===== config.mk =====
export PLATFORM = sky130hd
export DESIGN_NAME = caliptra_prim_edn_req_arb
export DESIGN_NICKNAME = d
export VERILOG_FILES = /design/src/rtl/caliptra_prim_edn_req_arb.sv
export SDC_FILE = /design/constraint.sdc
export NUM_CORES = 1
export LEC_CHECK = 0
export CORE_MARGIN = 5
export CORE_UTILIZATION = 31
export DETAILED_ROUTE_END_ITERATION = 16
export MAX_ROUTING_LAYER = met4
export PLACE_DENSITY_LB_ADDON = 0.3
export SETUP_SLACK_MARGIN = 0.05
export SYNTH_ARGS = -nofsm -noshare
export SYNTH_HDL_FRONTEND = slang
export SYNTH_SLANG_ARGS = --single-unit

===== constraint.sdc =====
create_clock -name clk_i -period 2.7 [get_ports clk_i]
set_input_delay 0.675 -clock clk_i [delete_from_list [all_inputs] [get_ports clk_i]]
set_output_delay 0.675 -clock clk_i [all_outputs]
set_load 0.02 [all_outputs]

===== src/rtl/caliptra_prim_edn_req_arb.sv =====
// Round-robin sharing of one 32-bit EDN endpoint among NumCh consumers, packing OutWidth-bit outputs.
// Defining CALIPTRA_EDN_REQ_ARB_PREFETCH_EN adds a one-output prefetch buffer filled while idle.

package caliptra_prim_edn_req_arb_pkg;

   typedef struct packed {
      logic edn_req;
   } edn_req_t;

   typedef struct packed {
      logic        edn_ack;
      logic        edn_fips;
      logic [31:0] edn_bus;
   } edn_rsp_t;

   typedef enum logic [1:0] {
      StIdle    = 2'd0,
      StFill    = 2'd1,
      StDeliver = 2'd2
   } arb_state_e;

endpackage

// Handshakes: a channel raises req_i and holds it until its one-cycle ack_o, which marks
// data_o/fips_o/err_o valid; an EDN word is taken in every cycle where edn_req and edn_ack are both high.
module caliptra_prim_edn_req_arb
   import caliptra_prim_edn_req_arb_pkg::*;
#(
   parameter int unsigned NumCh         = 2,
   parameter int unsigned OutWidth      = 128,
   parameter bit          RepCheck      = 1'b1,
   parameter int unsigned TimeoutCycles = 0
) (
   input  logic                clk_i,
   input  logic                rst_ni,
   input  logic [NumCh-1:0]    req_i,
   output logic [NumCh-1:0]    ack_o,
   output logic [OutWidth-1:0] data_o,
   output logic                fips_o,
   output logic                err_o,
   output logic                timeout_o,
   output edn_req_t            edn_o,
   input  edn_rsp_t            edn_i,
   output arb_state_e          state_o
);

   localparam int unsigned WordsPerOut = OutWidth / 32;
   localparam int unsigned CntW        = (WordsPerOut > 1) ? $clog2(WordsPerOut) : 1;
   localparam int unsigned IdxW        = (NumCh > 1) ? $clog2(NumCh) : 1;
   localparam int unsigned TcW         = (TimeoutCycles > 0) ? $clog2(TimeoutCycles + 1) : 1;
   localparam logic [CntW-1:0] LastCnt = CntW'(WordsPerOut - 1);

   if ((OutWidth % 32) != 0 || OutWidth < 32 || NumCh == 0 || NumCh > 8) begin : g_param_err
      $error("caliptra_prim_edn_req_arb: OutWidth must be a multiple of 32 and NumCh in 1..8");
   end

   arb_state_e          state_q, state_d;
   logic [IdxW-1:0]     grant_q, rr_q, winner;
   logic                assigned_q, any_req;
   logic                take_grant, enter_fill;
   logic [CntW-1:0]     cnt_q;
   logic [OutWidth-1:0] fill_q, fill_d, data_q;
   logic                fips_acc_q, err_acc_q, fips_d, err_d;
   logic [31:0]         last_word_q;
   logic                rep_armed_q, rep_hit;
   logic                word_ack, last_word, deliver_ok;
   logic                fips_q, err_q;

`ifdef CALIPTRA_EDN_REQ_ARB_PREFETCH_EN
   logic [OutWidth-1:0] buf_q;
   logic                buf_fips_q, buf_err_q, buf_full_q, from_buf;
`endif

   // First requesting channel strictly after the last granted one, wrapping around.
   always_comb begin : rr_pick
      int unsigned c;
      winner  = '0;
      any_req = 1'b0;
      c       = 0;
      for (int unsigned i = 1; i <= NumCh; i++) begin
         c = (32'(rr_q) + i) % NumCh;
         if (!any_req && req_i[c[IdxW-1:0]]) begin
            any_req = 1'b1;
            winner  = c[IdxW-1:0];
         end
      end
   end

   assign word_ack   = (state_q == StFill) && edn_i.edn_ack;
   assign last_word  = word_ack && (cnt_q == LastCnt);
   assign deliver_ok = assigned_q && req_i[grant_q];
   assign rep_hit    = RepCheck && rep_armed_q && (edn_i.edn_bus == last_word_q);
   assign fips_d     = fips_acc_q & edn_i.edn_fips;
   assign err_d      = err_acc_q | rep_hit;

   always_comb begin
      fill_d = fill_q;
      if (word_ack) fill_d[{cnt_q, 5'b0} +: 32] = edn_i.edn_bus;
   end

   always_comb begin
      state_d    = state_q;
      take_grant = 1'b0;
      enter_fill = 1'b0;
`ifdef CALIPTRA_EDN_REQ_ARB_PREFETCH_EN
      from_buf   = 1'b0;
`endif
      unique case (state_q)
         StIdle: begin
`ifdef CALIPTRA_EDN_REQ_ARB_PREFETCH_EN
            if (any_req && buf_full_q) begin
               state_d    = StDeliver;
               take_grant = 1'b1;
               from_buf   = 1'b1;
            end else if (any_req || !buf_full_q) begin
               state_d    = StFill;
               take_grant = any_req;
               enter_fill = 1'b1;
            end
`else
            if (any_req) begin
               state_d    = StFill;
               take_grant = 1'b1;
               enter_fill = 1'b1;
            end
`endif
         end
         StFill: begin
            if (last_word) state_d = deliver_ok ? StDeliver : StIdle;
         end
         StDeliver: begin
`ifdef CALIPTRA_EDN_REQ_ARB_PREFETCH_EN
            // Buffer is always empty after a delivery: start refilling it straight away.
            state_d    = StFill;
            enter_fill = 1'b1;
`else
            state_d    = StIdle;
`endif
         end
         default: state_d = StIdle;
      endcase
   end

   always_ff @(posedge clk_i or negedge rst_ni) begin
      if (!rst_ni) begin
         state_q     <= StIdle;
         grant_q     <= '0;
         rr_q        <= '0;
         assigned_q  <= 1'b0;
         cnt_q       <= '0;
         fill_q      <= '0;
         fips_acc_q  <= 1'b1;
         err_acc_q   <= 1'b0;
         last_word_q <= '0;
         rep_armed_q <= 1'b0;
         data_q      <= '0;
         fips_q      <= 1'b1;
         err_q       <= 1'b0;
      end else begin
         state_q <= state_d;
         if (take_grant) begin
            grant_q    <= winner;
            assigned_q <= 1'b1;
         end else if (enter_fill) begin
            assigned_q <= 1'b0;
         end else if (state_q == StFill && !req_i[grant_q]) begin
            assigned_q <= 1'b0;
         end
         if (enter_fill) begin
            cnt_q      <= '0;
            fips_acc_q <= 1'b1;
            err_acc_q  <= 1'b0;
         end else if (word_ack) begin
            cnt_q      <= cnt_q + 1'b1;
            fips_acc_q <= fips_d;
            err_acc_q  <= err_d;
            fill_q     <= fill_d;
         end
         if (word_ack) begin
            last_word_q <= edn_i.edn_bus;
            rep_armed_q <= 1'b1;
         end
         if (last_word && deliver_ok) begin
            data_q <= fill_d;
            fips_q <= fips_d;
            err_q  <= err_d;
         end
`ifdef CALIPTRA_EDN_REQ_ARB_PREFETCH_EN
         else if (from_buf) begin
            data_q <= buf_q;
            fips_q <= buf_fips_q;
            err_q  <= buf_err_q;
         end
`endif
         if (state_q == StDeliver) rr_q <= grant_q;
      end
   end

`ifdef CALIPTRA_EDN_REQ_ARB_PREFETCH_EN
   // Unassigned fills and fills whose requester went away both land here.
   always_ff @(posedge clk_i or negedge rst_ni) begin
      if (!rst_ni) begin
         buf_q      <= '0;
         buf_fips_q <= 1'b1;
         buf_err_q  <= 1'b0;
         buf_full_q <= 1'b0;
      end else if (last_word && !deliver_ok) begin
         buf_q      <= fill_d;
         buf_fips_q <= fips_d;
         buf_err_q  <= err_d;
         buf_full_q <= 1'b1;
      end else if (from_buf) begin
         buf_full_q <= 1'b0;
      end
   end
`endif

   if (TimeoutCycles > 0) begin : g_timeout
      logic [TcW-1:0] tcnt_q;
      logic           timeout_q;
      // Counter saturates at TimeoutCycles, so the pulse fires once per stall.
      always_ff @(posedge clk_i or negedge rst_ni) begin
         if (!rst_ni) begin
            tcnt_q    <= '0;
            timeout_q <= 1'b0;
         end else begin
            if (enter_fill || word_ack) begin
               tcnt_q <= '0;
            end else if (state_q == StFill && tcnt_q != TcW'(TimeoutCycles)) begin
               tcnt_q <= tcnt_q + 1'b1;
            end
            timeout_q <= (state_q == StFill) && !word_ack && (tcnt_q == TcW'(TimeoutCycles - 1));
         end
      end
      assign timeout_o = timeout_q;
   end else begin : g_no_timeout
      assign timeout_o = 1'b0;
   end

   always_comb begin
      ack_o = '0;
      if (state_q == StDeliver && assigned_q) ack_o[grant_q] = req_i[grant_q];
   end

   assign data_o        = data_q;
   assign fips_o        = fips_q;
   assign err_o         = err_q;
   assign edn_o.edn_req = (state_q == StFill);
   assign state_o       = state_q;

endmodule


==> flow_metrics.env, run 1 <==
export IMPL_dieWidth_um=208
export IMPL_critical_path_arrival_ps=1890
export IMPL_hpwl_mm=23.8
export IMPL_syn_area_um2=12200
export IMPL_outcome="finished, final reports clean"
export IMPL_grt_pass1_wl_mm=53.9
export IMPL_period_share_pct=94.9
export IMPL_numCtsBuffers=36
export IMPL_grt_start_max_net_pins=68
export IMPL_n_antenna_cell=0
export IMPL_slowest_stage="clkdlybuf4s50_1"
export IMPL_fin_crit_ps=2560
export IMPL_clock_skew_ps=13.5
export IMPL_cts_max_level=2
export IMPL_fillCellCount=3619
export IMPL_area_delta_synth_final_pct=33.0
export IMPL_crit_chain="nor2b_1 -> clkdlybuf4s50_1"
export IMPL_viasPerCell=4.55
export IMPL_maxCapViolations=0
export IMPL_holdBufCountCts=0
export IMPL_synth_edff_count=0
export IMPL_rows=72
export IMPL_clk_path_buf_depth=3
export IMPL_yosysWarnings=0
export IMPL_die_h_um=208
export IMPL_worstMarginPinSlew_ps=513
export IMPL_fin_util_pct=41.8
export IMPL_power_leakage_nw=7.56
export IMPL_die_area_um2=43400
export IMPL_track_usage_pct=16.2
export IMPL_clk_latency_ps=520
export IMPL_cp_max_fo=9
export IMPL_max_stage_delay_ps=650
export IMPL_antenna_found_initial=0
export IMPL_hold_path_class="in2async"
export IMPL_start_kind="flop"
export IMPL_hold_viol=0
export IMPL_power_density_nw_per_um2=973
export IMPL_drt_iter0_markers=431
export IMPL_clock_sinks=300
export IMPL_cts_root_buffer="clkbuf_16"
export IMPL_rsz0062_at_grt="no"
export IMPL_worst_setup_path_type="reg2out"
export IMPL_first_global_vias=8458
export IMPL_ant_nets=0
export IMPL_final_max_slew_viol_count=0
export IMPL_netlist_instances=1003
export IMPL_irDropWorstVdd_uv=642
export IMPL_grt_overflow=0
export IMPL_cts_tree="yes"
export IMPL_avgRoutedWirePerCell_um=19.5
export IMPL_setup_violations=0
export IMPL_slew_headroom_pct=65.8
export IMPL_port_buffers=172
export IMPL_gp_congestion=0.786
export IMPL_ios=174
export IMPL_coreArea_um2=38800
export IMPL_route_detailed_drc=0
export IMPL_vias=8058
export IMPL_yosys_most_used_dff="dfrtp_1"
export IMPL_post_synth_num_cell_types=43
export IMPL_max_freq_ghz=0.390
export IMPL_clk_pin_slew_ps=60
export IMPL_first_pass_iters=5
export IMPL_drive_gt1_share_pct=21.9
export IMPL_start_util_pct=31.4
export IMPL_fin_tns_setup_ps=0
export IMPL_post_cts_buffers=0
export IMPL_syn_avg_cell_area_um2=12.2
export IMPL_ys_seq_area_share_pct=61.5
export IMPL_synthesis_nets=1046
export IMPL_nNetsFinal=1270
export IMPL_routed_wirelength_mm=34.6
export IMPL_synth_seq_cells=300
export IMPL_endpoint_kind="primary output"
export IMPL_ys_async_sr_fraction_pct=100
export IMPL_crit_required_ps=2030
worst max-delay path: cells and delay by family, from the launching register on:
| kind | cells | cell delay, ps |
|---|---|---|
| simple gates | 1 | 250 |
| buf+inv | 1 | 650 |
| flops | 1 | 480 |
kinds of logic (layout without fill, tap and decap cells):
family / count (synthesis) / in the layout / share of synthesized area (%)
mux: 130 / 130 / 15.1
xor+xnor: 27 / 27 / 1.94
flops: 300 / 300 / 61.5
other cells: 1 / 1 / 0.0307
buf+inv: 66 / 316 / 2.87
compound gates: 118 / 118 / 5.95
simple gates: 356 / 356 / 12.1
fa+ha+maj: 5 / 5 / 0.513
registers in the layout, indices dropped and copies added (netlist names):
register and cells:
cnt_q 2, rr_q 1, assigned_q 1, err_acc_q 1, last_word_q 32, data_o 128, fips_o 1, grant_q 1
err_o 1, fips_acc_q 1, rep_armed_q 1, fill_q 128, state_o 2
what timing repair did:
action / CTS / global route
setup endpoints to repair: 0 / 2
gates resized for setup: 0 / 2
hold endpoints to repair: 0 / 0
path summary, 6_finish.rpt:
check	from	to	slack, ps	cells past startpoint
max reg2reg	cnt_q[0]$_DFFE_PN0P_	data_o[7]$_DFFE_PN0P_	360	7
max in group asynchronous	rst_ni	data_o[100]$_DFFE_PN0P_	1840	2
min	rst_ni	data_o[123]$_DFFE_PN0P_	90	1
min in group clk_i	fips_o$_DFFE_PN1P_	fips_o$_DFFE_PN1P_	460	2
min reg2reg	fips_o$_DFFE_PN1P_	fips_o$_DFFE_PN1P_	460	2
max	state_o[1]$_DFFE_PN0P_	edn_o	140	2
stage by stage:
stage,instances,hold slack [ps],instance area (µm²),total power [mW],worst slack [ps]
global placement,1707,441,15000,10.7,87.9
global route,1771,116,16200,16.7,55.2
detailed placement,1707,447,15000,10.8,49.0
CTS,1771,103,16200,16.0,66.9
finish,1771,89.0,16200,15.8,137
floorplan,1003,379,12200,8.95,598
placed cells by master (no fill, tap or decap), drive strengths merged, types with 2 or more instances in the layout:
cell type / instances
clkbuf: 48
o22ai: 2
nor2: 8
clkdlybuf4s50: 169
nor3: 3
clkinv: 4
dfstp: 2
nand4: 6
xor2: 2
o21ai: 75
nand2b: 3
nor3b: 2
bufinv: 5
ha: 5
clkinvlp: 4
mux2: 129
a21oi: 5
xnor2: 25
buf: 72
dlymetal6s2s: 2
dfrtp: 298
nand3: 35
inv: 12
nand2: 291
a22o: 32
metal layers:
metal | share of wire (%) | routed length, µm | global-route usage, % | vias up
met5 | 0 | 0 | - | -
li1 | - | - | - | 3827
met4 | 2.1 | 724 | 3.92 | 0
met3 | 4.3 | 1490 | 2.92 | 48
met2 | 46 | 15800 | 24.9 | 190
met1 | 48 | 16600 | 22.4 | 3993
synth_stat cells (12+ instances only):
cell      count  area, µm²
mux2_2       29        327
nand2_1     290       1090
a22o_1       32        280
mux2_4      100       1500
nand3_1      34        170
dfrtp_1     298       7460
xnor2_1      25        219
clkbuf_1     34        128
o21ai_0      47        235
o21ai_1      28        140
buf_6        12        135
final cells by class:
type / count / area (µm²) / share of cell area [%]
flip-flops and latches: 300 / 7510 / 46.3
clock buffers: 48 / 1020 / 6.27
repair buffers: 243 / 2410 / 14.9
multi-input cells: 637 / 4370 / 26.9
inverters: 9 / 41.3 / 0.254
clock inverters: 16 / 233 / 1.43
well taps: 518 / 648 / 3.99
report_power, final:
group | switching [mW] | internal (mW) | leakage [nW]
clock | 1.96 | 3.15 | 0.601
combinational | 2.47 | 1.82 | 2.88
sequential | 0.559 | 5.85 | 4.08
Note: power is estimated with default switching activity, not from simulation.
==> run 2, diff against run 1 <==
SLEW_MARGIN = 20   (was not set)
==> results of run 2 <==
No change in the layout: final DEF, timing and power equal those of run 1.
==> run 3, diff against run 2 <==
CORE_UTILIZATION = 45   (was 31)
SLEW_MARGIN = not set   (was 20)
==> run 3 against run 2 <==
  * Critical path depth fell by 1
  * Clock power fell by 4.9%
  * Via count rose by 1.1%
  * Critical endpoint is now state_o[1]
  * Global-route usage rose by 4.9 points
  * Die area fell by 30%
  * Flip-flop and latch count did not move
  * Sequential power barely moved
  * Highest routed layer unchanged
  * Total power fell by 1.5%
  * Routed wire length fell by 10%
  * Register-to-register slack barely moved
  * Final area fell by 1.9%
==> flow_metrics.env, run 3 (synthesis results as in run 1) <==
export IMPL_worst_setup_path_type="reg2out"
export IMPL_drive_gt1_share_pct=21.3
export IMPL_final_cells=1585
export IMPL_slowest_stage="clkdlybuf4s50_1"
export IMPL_grt_start_max_net_pins=73
export IMPL_die_h_um=175
export IMPL_grt_pass1_wl_mm=49.7
export IMPL_start_util_pct=45.5
export IMPL_clk_pin_slew_ps=60
export IMPL_area_delta_synth_final_pct=30.5
export IMPL_path_buf_inv=1
export IMPL_power_density_nw_per_um2=977
export IMPL_clock_sinks=300
export IMPL_clk_latency_ps=500
export IMPL_rsz0062_at_grt="no"
export IMPL_routed_wirelength_mm=31.1
export IMPL_start_kind="flop"
export IMPL_hpwl_mm=21.1
export IMPL_max_stage_delay_ps=670
export IMPL_crit_family="buffers and inverters"
export IMPL_p_total_mw=15.6
export IMPL_slew_headroom_pct=64.5
export IMPL_coreArea_um2=26800
export IMPL_r2r_setup_slack_ps=370
export IMPL_power_leakage_nw=7.53
export IMPL_track_usage_pct=21.1
export IMPL_cp_max_fo=9
export IMPL_first_pass_iters=5
export IMPL_nNetsFinal=1265
export IMPL_crit_chain="clkdlybuf4s50_1"
export IMPL_cts_tree="yes"
export IMPL_viasPerCell=5.14
export IMPL_route_detailed_drc=0
export IMPL_cts_max_level=2
export IMPL_first_global_vias=8514
export IMPL_vias=8147
export IMPL_dpl_cell_area_um2=14700
export IMPL_port_buffers=172
export IMPL_place_inst=1527
export IMPL_final_cell_mix="dfrtp_1, nand2_1, clkdlybuf4s50_1"
export IMPL_drt_iter0_markers=523
export IMPL_clock_skew_ps=15.3
export IMPL_maxCapViolations=0
export IMPL_die_area_um2=30500
export IMPL_final_common_cell="dfrtp_1"
export IMPL_final_max_slew_viol_count=0
export IMPL_outcome="finished, final reports clean"
export IMPL_critical_path_arrival_ps=1670
export IMPL_stdcell_area_um2=15900
export IMPL_hold_viol=0
export IMPL_setup_violations=0
export IMPL_holdBufCountCts=0
export IMPL_grt_overflow=0
export IMPL_avgRoutedWirePerCell_um=19.6
export IMPL_worstMarginPinSlew_ps=527
export IMPL_fin_tns_setup_ps=0
export IMPL_period_share_pct=86.8
export IMPL_ant_nets=0
export IMPL_ios=174
export IMPL_whs_ps=102
export IMPL_max_freq_ghz=0.427
export IMPL_dieWidth_um=175
export IMPL_clk_path_buf_depth=3
export IMPL_crit_required_ps=2030
export IMPL_numCtsBuffers=34
export IMPL_antenna_found_initial=0
export IMPL_fillCellCount=2125
export IMPL_fin_crit_ps=2340
export IMPL_irDropWorstVdd_uv=542
export IMPL_gp_congestion=0.800
export IMPL_rows=60
export IMPL_hold_path_class="in2async"
export IMPL_endpoint_kind="primary output"
export IMPL_n_antenna_cell=0
export IMPL_cts_root_buffer="clkbuf_16"
==> run 3: cell count changes in the layout (fill, tap and decap cells not counted), moves of 2 or more <==
| cell | before | now |
|---|---|---|
| buf_4 | 59 | 56 |
| clkbuf_1 | 6 | 4 |
| clkinv_2 | 3 | 5 |
| inv_6 | 2 | 0 |
==> run 3: worst paths after layout <==
check / from / to / cells past startpoint
setup / recovery: state_o[1]$_DFFE_PN0P_ / state_o[1] / 1
hold / removal: rst_ni / data_o[121]$_DFFE_PN0P_ / 1
setup reg to reg: cnt_q[0]$_DFFE_PN0P_ / data_o[21]$_DFFE_PN0P_ / 7
hold reg to reg: fill_q[123]$_DFFE_PN0P_ / fill_q[123]$_DFFE_PN0P_ / 2
max in group asynchronous: rst_ni / fill_q[67]$_DFFE_PN0P_ / 2
min in group clk_i: fill_q[123]$_DFFE_PN0P_ / fill_q[123]$_DFFE_PN0P_ / 2
==> run 3: cell type report <==
cell class	count	area (µm²)	share of cell area, %
Multi-Input combinational cell	637	4370	27.4
Tap cell	341	427	2.68
Clock inverter	13	198	1.24
Sequential cell	300	7510	47.1
Inverter	9	41.3	0.259
Timing Repair Buffer	240	2390	15.0
Clock buffer	45	996	6.25
==> run 3: power breakdown <==
| group | leakage [nW] | internal (mW) | switching (mW) |
|---|---|---|---|
| logic | 2.87 | 1.83 | 2.45 |
| registers | 4.08 | 5.85 | 0.574 |
| clock network | 0.580 | 3.07 | 1.79 |
==> run 3: repair_timing <==
action                     CTS  global route
setup buffers                0             0
setup endpoints to repair    0             3
gates resized for setup      0             3
==> run 3: layer usage <==
layer	up-vias	GRT usage [%]	routed length, µm
li1	3804	-	-
met1	4097	29.8	14800
met2	209	32.3	14400
met3	37	3.98	1480
met4	0	4.62	493
met5	-	-	0
==> run 3: per-stage QoR <==
stage	utilization, %	setup slack (ps)
finish	59.5	357
detailed placement	55.0	71.2
global route	59.5	196
floorplan	-	598
global placement	55.0	92.9
CTS	59.4	75.8
